===== src/rtl/csa_accum_ctrl_if.sv =====
// Operand and result handshakes between an operand source/result consumer and csa_accum_ctrl.
// A beat transfers when valid & ready are both high at a rising clock edge. A raised valid is held,
// with its payload stable, until that transfer happens. ready may depend on state only.
interface csa_accum_ctrl_if #(
  parameter int WIDTH = 4,
  parameter int ACC_W = 8
);
  logic             op_valid;
  logic             op_ready;
  logic [WIDTH-1:0] op_data;
  logic             res_valid;
  logic             res_ready;
  logic [ACC_W-1:0] res_data;

  modport master (
    output op_valid, op_data, res_ready,
    input  op_ready, res_valid, res_data
  );

  modport slave (
    input  op_valid, op_data, res_ready,
    output op_ready, res_valid, res_data
  );
endinterface


===== src/rtl/csa_accum_ctrl.sv =====
// Carry-save multi-operand accumulator sequencer: compresses NUM_OPS operands into sum/carry
// registers, then resolves them in one ripple-carry cycle and offers the binary total.
module csa_accum_ctrl #(
  parameter int WIDTH   = 4,
  parameter int NUM_OPS = 4,
  parameter int ACC_W   = 8
) (
  input  logic                clk,
  input  logic                rst_n,
  input  logic                flush,
  csa_accum_ctrl_if.slave     bus,
  output logic [7:0]          op_count,
  output logic                busy,
  output logic [1:0]          state_dbg
);

  if (NUM_OPS < 1 || NUM_OPS > 255) begin : g_bad_num_ops
    $error("csa_accum_ctrl: NUM_OPS must be in 1..255");
  end
  if (ACC_W < WIDTH + $clog2(NUM_OPS)) begin : g_bad_acc_w
    $error("csa_accum_ctrl: ACC_W too narrow for WIDTH and NUM_OPS");
  end

  typedef enum logic [1:0] {
    IDLE    = 2'd0,
    ACCUM   = 2'd1,
    RESOLVE = 2'd2,
    DONE    = 2'd3
  } state_t;

  localparam logic [7:0] LAST_COUNT = 8'(NUM_OPS);

  state_t           state;
  logic [ACC_W-1:0] sum_reg;
  logic [ACC_W-1:0] carry_reg;
  logic [ACC_W-1:0] op_ext;
  logic [ACC_W-1:0] maj;
  logic [7:0]       next_count;

  assign op_ext     = ACC_W'(bus.op_data);
  assign maj        = (sum_reg & carry_reg) | (sum_reg & op_ext) | (carry_reg & op_ext);
  assign next_count = op_count + 8'd1;

  assign bus.op_ready = (state == IDLE) || (state == ACCUM);
  assign busy         = (state != IDLE);
  assign state_dbg    = state;

  always_ff @(posedge clk or negedge rst_n) begin
    if (!rst_n) begin
      state         <= IDLE;
      sum_reg       <= '0;
      carry_reg     <= '0;
      op_count      <= 8'd0;
      bus.res_data  <= '0;
      bus.res_valid <= 1'b0;
    end else if (flush) begin
      // Abort wins over any transfer on the same edge; res_data keeps its last value.
      state         <= IDLE;
      sum_reg       <= '0;
      carry_reg     <= '0;
      op_count      <= 8'd0;
      bus.res_valid <= 1'b0;
    end else begin
      case (state)
        IDLE: begin
          if (bus.op_valid) begin
            sum_reg   <= op_ext;
            carry_reg <= '0;
            op_count  <= 8'd1;
            state     <= (LAST_COUNT == 8'd1) ? RESOLVE : ACCUM;
          end
        end
        ACCUM: begin
          if (bus.op_valid) begin
            sum_reg   <= sum_reg ^ carry_reg ^ op_ext;
            carry_reg <= maj << 1;
            op_count  <= next_count;
            if (next_count == LAST_COUNT) state <= RESOLVE;
          end
        end
        RESOLVE: begin
          bus.res_data  <= sum_reg + carry_reg;
          bus.res_valid <= 1'b1;
          state         <= DONE;
        end
        DONE: begin
          if (bus.res_ready) begin
            bus.res_valid <= 1'b0;
            op_count      <= 8'd0;
            state         <= IDLE;
          end
        end
        default: state <= IDLE;
      endcase
    end
  end

endmodule

===== src/flat_wrapper.sv =====
// flat-port wrapper written by rule: the top's interface ports become plain ports
module csa_accum_ctrl_flat 
#(
  parameter int WIDTH   = 4,
  parameter int NUM_OPS = 4,
  parameter int ACC_W   = 8
)
  (clk, rst_n, flush, op_count, busy, state_dbg, bus_op_valid, bus_op_data, bus_res_ready, bus_op_ready, bus_res_valid, bus_res_data);
  csa_accum_ctrl_if #(.WIDTH(WIDTH), .ACC_W(ACC_W)) bus_i ();
  input  logic clk;
  input  logic rst_n;
  input  logic flush;
  output logic [7:0] op_count;
  output logic busy;
  output logic [1:0] state_dbg;
  input wire logic [$bits(bus_i.op_valid)-1:0] bus_op_valid;
  input wire logic [$bits(bus_i.op_data)-1:0] bus_op_data;
  input wire logic [$bits(bus_i.res_ready)-1:0] bus_res_ready;
  output wire logic [$bits(bus_i.op_ready)-1:0] bus_op_ready;
  output wire logic [$bits(bus_i.res_valid)-1:0] bus_res_valid;
  output wire logic [$bits(bus_i.res_data)-1:0] bus_res_data;
  assign bus_i.op_valid = bus_op_valid;
  assign bus_i.op_data = bus_op_data;
  assign bus_i.res_ready = bus_res_ready;
  assign bus_op_ready = bus_i.op_ready;
  assign bus_res_valid = bus_i.res_valid;
  assign bus_res_data = bus_i.res_data;
  csa_accum_ctrl #(.WIDTH(WIDTH), .NUM_OPS(NUM_OPS), .ACC_W(ACC_W)) u_core (.clk(clk), .rst_n(rst_n), .flush(flush), .bus(bus_i), .op_count(op_count), .busy(busy), .state_dbg(state_dbg));
endmodule

===== config.mk =====
export PLATFORM = sky130hd
export DESIGN_NAME = csa_accum_ctrl_flat
export DESIGN_NICKNAME = d
export VERILOG_FILES = /design/src/rtl/csa_accum_ctrl_if.sv /design/src/rtl/csa_accum_ctrl.sv /design/src/flat_wrapper.sv
export SDC_FILE = /design/constraint.sdc
export NUM_CORES = 1
export LEC_CHECK = 0
export BUFFER_PORTS_ARGS = -buffer_cell sky130_fd_sc_hd__buf_2
export CAP_MARGIN = 5
export CORE_AREA = 2 2 67 69
export CTS_BUF_LIST = sky130_fd_sc_hd__clkbuf_4 sky130_fd_sc_hd__clkbuf_8
export DETAILED_ROUTE_END_ITERATION = 6
export DIE_AREA = 0 0 69 71
export GPL_TIMING_DRIVEN = 0
export HOLD_SLACK_MARGIN = 0.15
export PLACE_DENSITY_LB_ADDON = 0.25
export SETUP_SLACK_MARGIN = 0.15
export SYNTH_ARGS = -nofsm -noshare
export SYNTH_HDL_FRONTEND = slang
export SYNTH_SLANG_ARGS = --single-unit

===== constraint.sdc =====
create_clock -name clk -period 1.72 [get_ports clk]
set_input_delay 0.172 -clock clk [delete_from_list [all_inputs] [get_ports clk]]
set_output_delay 0.172 -clock clk [all_outputs]
set_load 0.02 [all_outputs]

# [After elaboration in Yosys (flattened, before gate mapping)]
# Cells that the tools add are included.
[word_totals] ff_bits=35 inputBits=9 out_inout_bits=21
[op_classes] addsub=2 eq_ne=8 mux=22 bitwise=8 n_reduce_logical=11
[op_table] op="2-to-1 mux 8 bit" count=10
[op_table] op="one-hot mux 8 bit (2 select lines)" count=2
[op_table] op="one-hot mux 8 bit (3 select lines)" count=1
[op_table] op="bitwise AND 7 x 4 -> 7 bit" count=2
[op_table] op="bitwise OR 7 bit" count=2
[op_table] op="!= test 3 bit (second input constant)" count=4
[op_table] op="2-to-1 mux 2 bit" count=5
[op_table] op="adder 8 x 1 -> 8 bit (second input constant)" count=1
[op_table] op="adder 8 bit" count=1
[op_table] op="equality test 8 x 3 -> 1 bit (second input constant)" count=1
[op_table] op="one-hot mux 2 bit (4 select lines)" count=1
[op_table] op="AND reduction 4 bit" count=2
[op_table] op="bitwise XOR 8 x 4 -> 8 bit" count=1
[op_table] op="bitwise XOR 8 bit" count=1
[op_table] op="bitwise AND 7 bit" count=1
[op_table] op="nonzero test 3 bit" count=2
[op_table] op="equality test 2 bit (second input constant)" count=2
[op_table] op="AND reduction 2 bit" count=2
[op_table] op="nonzero test 4 bit" count=1
[op_table] op="AND reduction 3 bit" count=1
[op_table] op="equality test 2 x 1 -> 1 bit (second input constant)" count=1
[op_table] op="logical NOT 2 bit" count=1
[op_table] op="2-to-1 mux 1 bit" count=2
[op_table] op="one-hot mux 1 bit (2 select lines)" count=1
[op_table] op="3 further kinds" count=3

# [Depth between registers and ports, before layout]
[logic_depth] depth_word=6 depth_mapped=9 ltp_nobuf=8

# [Worst setup path after synthesis]
# Ideal clock, no wire load.
[synth_timing] path_type="register -> register" start="register u_core.state[0] (netlist: u_core.state_dbg[0])" end="register u_core.op_count[7]" setup_ns=0.110 t_arrival_ns=1.739 slack_ns=-0.130 stages_incl_launch_ff=8 path_buffers=0 period_less_slack_ns=1.850 path_cell_list="dfrtp_1 -> inv_1 -> ha_1 -> nor2_2 -> o22ai_1 -> o21ba_2 -> nand2b_4 -> o41ai_1"
[synth_between] elab_chain_cells=3
[synth_rtl] item="start, declared" line_no="csa_accum_ctrl.sv:33" text="state_t state;"
[synth_rtl] item="start signal, assigned" line_no="csa_accum_ctrl.sv:70" text="state <= (LAST_COUNT == 8'd1) ? RESOLVE : ACCUM;"
[synth_rtl] item="equality test 2 bit (tied with other cells)" line_no="csa_accum_ctrl.sv:64" text="case (state)"
[synth_rtl] item="!= test 3 bit (no line) (tied with other cells)"
[synth_rtl] item="AND reduction 4 bit (no line) or 2-to-1 mux 8 bit (tied branches)"
[synth_rtl] item="end signal, assigned" line_no="csa_accum_ctrl.sv:77" text="op_count <= next_count;"
[synth_rtl] item="end, declared" line_no="csa_accum_ctrl.sv:12" text="output logic [7:0] op_count,"
# Parallel ways exist; a longest one is shown, timed or not.
# A chain may end at the register's enable or synchronous reset.

# [Worst setup path after layout]
[layout_timing] start="register u_core.sum_reg[1]" end="register u_core.bus.res_data[7]"
[layout_between] elab_chain_cells=1
[layout_rtl] item="start, declared" line_no="csa_accum_ctrl.sv:34" text="logic [ACC_W-1:0] sum_reg;"
[layout_rtl] item="start signal, assigned" line_no="csa_accum_ctrl.sv:67" text="sum_reg <= op_ext;"
[layout_rtl] item="start signal, assigned" line_no="csa_accum_ctrl.sv:75" text="sum_reg <= sum_reg ^ carry_reg ^ op_ext;"
[layout_rtl] item="adder 8 bit" line_no="csa_accum_ctrl.sv:82" text="bus.res_data <= sum_reg + carry_reg;"
[layout_rtl] item="end signal, assigned" line_no="csa_accum_ctrl.sv:82"
[layout_rtl] item="end, declared" line_no="csa_accum_ctrl_if.sv:22" text="output op_ready, res_valid, res_data"
# No other way between the ends.

==> impl_metrics.py <==
metrics = {
    "synthesis": {
        "ys_seq_area_share_pct": 42.7,
        "synth-async-reset-ratio_pct": 100,
        "yosys.area_share.adder_pct": 12.8,
        "synth_edf_count": 0,
        "syn_inst": 202,
        "synth_compound_area_share_pct": 19.4,
        "synth_xor_area_share_pct": 2.63,
        "synth_nets": 229,
        "synthSimpleGateAreaFrac_pct": 14.9,
        "ys_types": 40,
        "syn_area_mm2": 0.00199,
        "synth_top_family_by_area": "compound AO/OA/AOI/OAI gates",
        "ys_warn_count": 0,
        "avgSynthCellArea_um2": 9.87,
        "synthMuxAreaShare_pct": 3.14,
        "synth_seq_cells": 34,
        "synthFlopType": "dfrtp_1",
    },
    "cells_and_area": {
        "syn_to_final_growth_pct": 42.9,
        "stdcell_count": 311,
        "nFillCells": 335,
        "antennaDiodeCount": 0,
        "drive_gt1_share_pct": 49.0,
        "design_area_mm2": 0.00285,
        "postLayoutCoreUtil_pct": 67.8,
        "layout.nets": 285,
    },
    "clocking": {
        "clockBufferDepth": 2,
        "cts_tree": "yes",
        "htreeDepth": 2,
        "clkSlewWorstSetupHoldPaths_ns": 0.07,
        "root_buffer": "clkbuf_8",
        "worst_skew_pair.late_latency_ns": 0.29,
        "numCtsBuffers": 5,
        "cts.sinks": 34,
    },
    "route": {
        "dr.pass1.iters": 4,
        "routed_wirelength_um": 4620,
        "antenna_left": 0,
        "dr_total_vias": 1656,
        "wire_per_inst_um": 14.9,
        "routed_via_density": 5.32,
        "dr.first_iter.drc_count": 60,
        "drc_errors": 0,
    },
    "pwr": {
        "powerDensity_mw_per_mm2": 1180,
        "ir_drop_v": 0.00107,
        "power.total_mw": 3.36,
        "p_leak_nw": 1.31,
    },
    "critical_path": {
        "path_max_fanout": 2,
        "worstPathCellList": "ha_4, inv_2, fa_2, nand2b_4, a21oi_4, o21ai_2, mux2i_1, nand3_1",
        "cp-start-kind": "flip-flop",
        "slowest_delay_ns": 0.40,
        "required_ns": 1.89,
        "critical_path_class": "flip-flop to flip-flop",
        "worstSetupEndpointType": "flip-flop",
        "slowest_stage": "dfrtp_1",
        "cp.arrival_ns": 1.85,
    },
    "timing": {
        "fin_hold_ws_ns": 0.185,
        "fmax_mhz": 594,
        "fin_ws_ns": 0.0358,
        "finalCriticalPeriod_ns": 1.68,
        "slew_headroom_pct": 47.9,
        "setup_tns_ns": 0,
        "setup_viol_count_final": 0,
        "rsz0062_at_grt": "yes",
        "hold_violations": 0,
        "slew_viol_final": 0,
        "tightest_slew_ns": 0.782,
        "clock_skew_ns": 0.00795,
        "post-route-period-util_pct": 97.9,
    },
    "die": {
        "fp-row-count": 24,
        "dieArea_mm2": 0.00490,
        "die_h_um": 71,
        "ios": 30,
        "start_util_pct": 47.4,
        "core_mm2": 0.00420,
        "die_w_um": 69,
    },
    "place": {
        "placed_cell_area_mm2": 0.00231,
        "gp_congestion": 0.807,
        "pre_cts_ws_ns": -0.00872,
        "hpwl_um": 2870,
        "io_buffers": 29,
        "dp.cells": 283,
    },
    "global_route": {
        "antenna_found_initial": 0,
        "grt_pass1_vias": 1589,
        "grt_pass1_wl_um": 7380,
        "grt_overflow": 0,
        "grt_max_degree": 35,
        "grt_usage_pct": 18.7,
    },
    "worst_hold_path": {
        "hp-class": "primary input to flip-flop",
    },
    "flow_run": {
        "drv_cap": 0,
    },
    "status": {
        "status": "finished, final reports clean",
    },
}
[path summary, 6_finish.rpt]
path | start | to | slack [ns] | depth (start not counted)
max | u_core.sum_reg[1] | u_core.bus.res_data[7] | 0.04 | 8
min | bus_op_valid | u_core.carry_reg[4] | 0.19 | 3
max reg2reg | u_core.sum_reg[1] | u_core.bus.res_data[7] | 0.04 | 8
min reg2reg | u_core.bus.res_data[2] | u_core.bus.res_data[2] | 0.48 | 2
max in group asynchronous | rst_n | u_core.op_count[6] | 0.68 | 2
min in group asynchronous | rst_n | u_core.bus.res_data[5] | 0.50 | 2
[what timing repair did]
item | CTS | global route
gates resized for setup | 32 | 40
setup endpoints to repair | 26 | 33
hold buffers | 1 | 0
setup buffers | 11 | 6
pin swaps | 8 | 17
gates cloned | 2 | 0
endpoints found under the hold margin | 34 | 0
[report_power, final]
part,total (mW),internal (mW),switching (mW)
registers,1.03,0.921,0.110
clock network,0.639,0.339,0.300
logic,1.69,0.797,0.896
total,3.36,2.06,1.31
[critical path, delay by kind of cell (launching register included)]
family | cells | cell delay [ns]
flip-flops | 1 | 0.40
AO/OA/AOI/OAI | 2 | 0.21
multiplexers | 1 | 0.17
AND/OR/NAND/NOR | 2 | 0.26
buffers and inverters | 1 | 0.04
adder cells (fa/ha/maj) | 2 | 0.50
[layout by cell type, fill, tap and decap left out, types with 8 or more instances in the layout]
master   Yosys  routed
o21ai_2      1       8
o21ai_0     22       8
nand2_1     17      14
buf_2        5      30
inv_1       13       9
dfrtp_1     34      27
a22o_1       9       9
nor2_1      15      13
buf_4        1      17
[cell usage after synthesis (2+ instances only)]
master	n	area share [%]
dfrtp_1	34	43
o21ai_0	22	5.5
nand2_1	17	3.2
nor2_1	15	2.8
ha_1	14	8.8
inv_1	13	2.4
a21oi_1	9	2.3
a22o_1	9	4.0
buf_2	5	1.3
nand2b_1	5	1.6
a211oi_1	4	1.5
fa_1	4	4.0
mux2i_1	4	2.0
nand3_1	4	1.0
o31ai_1	4	1.5
and2_1	3	0.94
nor2b_1	3	0.94
nor3_1	3	0.75
xnor2_1	3	1.3
xor2_1	3	1.3
clkbuf_1	2	0.38
mux2_2	2	1.1
o22ai_1	2	0.63
o41ai_1	2	0.88
[kinds of logic after synthesis]
family / after synthesis
AOI/OAI and AO/OA: 59
xor gates and xnor gates: 6
adders and majority gates: 18
buffers and inverters: 21
DFF: 34
muxes: 6
and+or+nand+nor: 58
[layout make-up]
class                      count  area, um^2  area share [%]
clock buffer                   7        90.1            3.16
clock inverter                 1        5.00           0.176
sequential                    34         860            30.2
tap                           52        65.1            2.28
inverter                      13        51.3            1.80
multi-input combinational    147        1380            48.3
buffer                         8        72.6            2.55
timing repair buffer          49         329            11.5
[layer usage]
layer	GRT usage, %	routed length [um]
met5	0	0
met4	5.88	78
met3	4.27	179
met2	29.9	2150
met1	25.5	2220
Power figures use the tool's default switching activity.
